## src/rtl/player_shot.sv

```systemverilog
// Player laser: launches one shot per fire press from the cannon centre, steps it up once per
// frame, retires it on hit or at the screen top, then holds off re-arm for a frame cooldown.
module player_shot #(
  parameter int SPRITE_W        = 32,
  parameter int SHOT_W          = 2,
  parameter int SHOT_H          = 8,
  parameter int SHOT_STEP       = 4,
  parameter int TOP_Y           = 0,
  parameter int COOLDOWN_FRAMES = 8
) (
  input  logic       clk,
  input  logic       rst,
  input  logic       clr,
  input  logic       frame,
  input  logic       fire,
  input  logic       hit,
  input  logic [9:0] player_x,
  input  logic [9:0] player_y,
  output logic [9:0] shot_x,
  output logic [9:0] shot_y,
  output logic       shot_active,
  output logic       shot_fired
);

  localparam int CW = (COOLDOWN_FRAMES < 2) ? 1 : $clog2(COOLDOWN_FRAMES + 1);

  localparam logic [9:0]    X_OFF      = 10'(SPRITE_W / 2 - SHOT_W / 2);
  localparam logic [9:0]    H_OFF      = 10'(SHOT_H);
  localparam logic [9:0]    STEP       = 10'(SHOT_STEP);
  localparam logic [9:0]    LAUNCH_MIN = 10'(TOP_Y + SHOT_H);
  localparam logic [9:0]    RETIRE_LT  = 10'(TOP_Y + SHOT_STEP);
  localparam logic [CW-1:0] COOL_INIT  = CW'(COOLDOWN_FRAMES);

  typedef enum logic [1:0] {IDLE, FLYING, COOLDOWN} state_t;

  state_t        state;
  logic          pending;
  logic          fire_q;
  logic [CW-1:0] cool_cnt;
  logic          fire_rise;
  logic          launch_req;
  logic          retire;

  assign fire_rise  = fire & ~fire_q;
  // An edge arriving in the same cycle as the frame strobe still launches.
  assign launch_req = pending | fire_rise;
  // Compare before subtracting so shot_y never wraps past the top.
  assign retire     = hit | (frame & (shot_y < RETIRE_LT));

  always_ff @(posedge clk or posedge rst) begin
    if (rst) begin
      state       <= IDLE;
      pending     <= 1'b0;
      fire_q      <= 1'b0;
      cool_cnt    <= '0;
      shot_x      <= '0;
      shot_y      <= '0;
      shot_active <= 1'b0;
      shot_fired  <= 1'b0;
    end else if (clr) begin
      state       <= IDLE;
      pending     <= 1'b0;
      fire_q      <= 1'b0;
      cool_cnt    <= '0;
      shot_x      <= '0;
      shot_y      <= '0;
      shot_active <= 1'b0;
      shot_fired  <= 1'b0;
    end else begin
      fire_q     <= fire;
      shot_fired <= 1'b0;
      case (state)
        IDLE: begin
          if (frame && launch_req) begin
            pending <= 1'b0;
            if (player_y >= LAUNCH_MIN) begin
              shot_x      <= player_x + X_OFF;
              shot_y      <= player_y - H_OFF;
              shot_active <= 1'b1;
              shot_fired  <= 1'b1;
              state       <= FLYING;
            end
          end else if (fire_rise) begin
            pending <= 1'b1;
          end
        end
        FLYING: begin
          if (retire) begin
            shot_active <= 1'b0;
            cool_cnt    <= COOL_INIT;
            state       <= COOLDOWN;
          end else if (frame) begin
            shot_y <= shot_y - STEP;
          end
        end
        COOLDOWN: begin
          if (cool_cnt == '0)
            state <= IDLE;
          else if (frame)
            cool_cnt <= cool_cnt - CW'(1);
        end
        default: state <= IDLE;
      endcase
    end
  end

endmodule

```

## config.mk

```make
export PLATFORM = sky130hd
export DESIGN_NAME = player_shot
export DESIGN_NICKNAME = d
export VERILOG_FILES = /design/src/rtl/player_shot.sv
export SDC_FILE = /design/constraint.sdc
export NUM_CORES = 1
export LEC_CHECK = 0
export CORE_MARGIN = 1
export CORE_UTILIZATION = 50
export DETAILED_ROUTE_END_ITERATION = 12
export PLACE_DENSITY_LB_ADDON = 0.1
export SETUP_SLACK_MARGIN = 0.1
export SYNTH_ARGS = -nofsm -noshare
export SYNTH_HDL_FRONTEND = slang
export SYNTH_SLANG_ARGS = --single-unit
```

## constraint.sdc

```tcl
create_clock -name clk -period 4.85 [get_ports clk]
set_input_delay 0.485 -clock clk [delete_from_list [all_inputs] [get_ports clk]]
set_output_delay 0.485 -clock clk [all_outputs]
set_load 0.01 [all_outputs]
```

==> results.tsv <==
metric	value	unit
outcome	finished, final reports clean	
Worst VDD drop	212	uV
Hold Slack	0.504	ns
pre-CTS setup slack	2.35	ns
Initial Util	53.9	%
vias in the first global route	1602	
Worst Path Max Fanout	5	
Final Critical Period	2.31	ns
Die Y	63.2	um
part of the power in registers	40.4	%
Area Overhead vs Synth	32.7	%
DR WL/cell	14.6	um
# DRC	0	
Yosys cell types	43	
Worst Path Required	5.02	ns
CTS root buffer	clkbuf_8	
routed vias/inst	5.62	
commonest non-fill, non-tap cell in the layout	clkdlybuf4s50_1	
Final Power	0.730	mW
Mapped Nets	234	
detailed placement HPWL	3140	um
Max-slew headroom	56.0	%
worst min-delay path class	reg2reg	
drt first pass iters	4	
CTS tree	done	
commonest cells after routing, fill and taps aside	47 x clkdlybuf4s50_1, 30 x dfrtp_1, 27 x nor2_1	
n_diodes	0	
RSZ-0062 raised after global routing	no	
Clock Power Share	32.2	%
Post-synth EDFFs	0	
Slew Limit Fails	0	
Critical Path Source Type	register	
synthesized cell area	1870	sq um
sequential fraction of the synthesis area	40.1	%
I/O Buffers	47	
max-cap check violation count	0	
switching share of power	29.6	%
vias	1693	
Detailed Route Iter0 Violations	103	
antenna violations before repair	0	
Final Cell Area	2480	sq um
Max Clock Freq	432	MHz
Avg Cell Area, Syn	9.21	sq um
GR Overflow Total	0	
CP Data Arrival Time	2.48	ns
cts bufs inserted	5	
htree depth	2	
Die W	63.2	um
Post-CTS Hold Buffers	0	
Clock Skew	0.00934	ns
core area	3470	sq um
post-CTS setup buffers	0	
Gate power share	27.4	%
Synth Warn #	0	
die area	3990	sq um
layout cells sized above 1	10.2	%
Hold Violations, Final	0	
Routed WL	4400	um
Syn Inst Count	203	
Clock transition at path regs	0.07	ns
clk sink count	30	
Net Sw Power	0.216	mW
period utilization	47.7	%
Final Net Count	285	
clock latency on the worst-skew pair	0.28	ns
post-detailed-route count of antenna-violating nets	0	
P per Cell Area	294	nW/um^2
Leak	1.04	nW
crit end category	register	
pin count of the biggest net entering global routing	31	
IO Pins	48	
Setup violations, final	0	
first-pass GRT wire length	7850	um
Seq cells post-synth	30	
Final Wtd Congestion	0.900	
top_reg_cell synth	dfrtp_1	
critical path class	reg2reg	
Least-Margin Pin Slew	0.650	ns
gr usage total	25.1	%
Rows	21	
Resized cells post-CTS	0	
Max Buffers Root-to-Sink	2	
Post-synth ARST share	100	%
Fin Setup TNS	0	ns
Final WS setup	2.54	ns
dpl cell area	2370	sq um
P_int	0.514	mW
## per-layer routing
| layer | up-vias | track usage (%) | wire (um) |
|---|---|---|---|
| met5 | - | 0 | 0 |
| met4 | 0 | 5.23 | 49 |
| met3 | 6 | 5.62 | 256 |
| met2 | 56 | 37.9 | 2050 |
| met1 | 802 | 36.5 | 2050 |
| li1 | 829 | - | - |
## sequential cells by signal (all words and copies together), names as in the netlist
register     flops
shot_x          10
shot_y          10
cool_cnt         4
state            2
fire_q           1
pending          1
shot_active      1
shot_fired       1
## path summary, 6_finish.rpt
kind,cells past startpoint,slack [ns],from,end
hold / removal,1,0.50,shot_active,shot_active
setup / recovery,7,2.54,shot_y[2],cool_cnt[2]
max in group asynchronous,3,3.99,rst,shot_y[2]
setup reg to reg,7,2.54,shot_y[2],cool_cnt[2]
min in group asynchronous,3,0.58,rst,shot_x[8]
hold reg to reg,1,0.50,shot_active,shot_active
## Yosys cell counts, types with 2 or more instances
library cell / n / area [sq um]
nor2_1: 27 / 101
o21ai_0: 7 / 35.0
a211oi_2: 8 / 100
xor2_1: 4 / 35.0
dfrtp_1: 30 / 751
nor2b_1: 4 / 25.0
o22a_1: 2 / 17.5
inv_1: 10 / 37.5
nor3_1: 11 / 55.1
o31ai_1: 2 / 15.0
a21oi_1: 15 / 75.1
and2b_1: 2 / 15.0
xnor2_1: 8 / 70.1
nor4b_1: 2 / 17.5
a31oi_1: 5 / 31.3
nand2b_1: 6 / 37.5
ha_1: 5 / 62.6
a21o_1: 2 / 15.0
nand4_1: 2 / 12.5
a41o_1: 2 / 20.0
nand2_1: 19 / 71.3
buf_6: 3 / 33.8
o22ai_1: 2 / 12.5
nor3b_1: 4 / 30.0
a211oi_1: 2 / 15.0
mux2i_1: 2 / 20.0
## metrics by stage
| step | cells | utilization (%) |
|---|---|---|
| 2_1_floorplan | 203 | - |
| 3_3_place_gp | 293 | 68.4 |
| 3_5_place_dp | 293 | 68.4 |
| 4_1_cts | 301 | 71.6 |
| 5_1_grt | 301 | 71.6 |
| 6_report | 301 | 71.6 |
## power groups by stage
stage | logic [mW] | registers, mW | clock network, mW
global placement | 0.196 | 0.299 | 0
floorplan | 0.107 | 0.303 | 0
global route | 0.220 | 0.298 | 0.254
CTS | 0.200 | 0.295 | 0.240
finish | 0.200 | 0.295 | 0.235
detailed placement | 0.198 | 0.299 | 0
## area by class of cell
type | instances | area [sq um]
repair buffers | 49 | 485
flip-flops and latches | 30 | 751
well taps | 46 | 57.6
clock buffers | 8 | 110
fillers | 285 | 986
inverters | 10 | 37.5
multi-input cells | 158 | 1040
## critical path, stage by stage (launching register included)
cell and delay [ns]:
dfrtp_1 0.41, inv_1 0.10, ha_1 0.19, nor4b_1 0.56
a31oi_1 0.27, o21ai_1 0.37, o31ai_1 0.13, a21o_1 0.19
## logic make-up (layout without fill, tap and decap cells)
family | after synthesis | count (layout) | synth area share, %
AOI/OAI and AO/OA | 53 | 53 | 22.1
buffers and inverters | 15 | 67 | 4.21
DFF | 30 | 30 | 40.1
muxes | 2 | 2 | 1.07
xor gates and xnor gates | 12 | 12 | 5.62
and+or+nand+nor | 86 | 86 | 23.5
adders and majority gates | 5 | 5 | 3.34
Note: power is estimated with default switching activity, not from simulation.
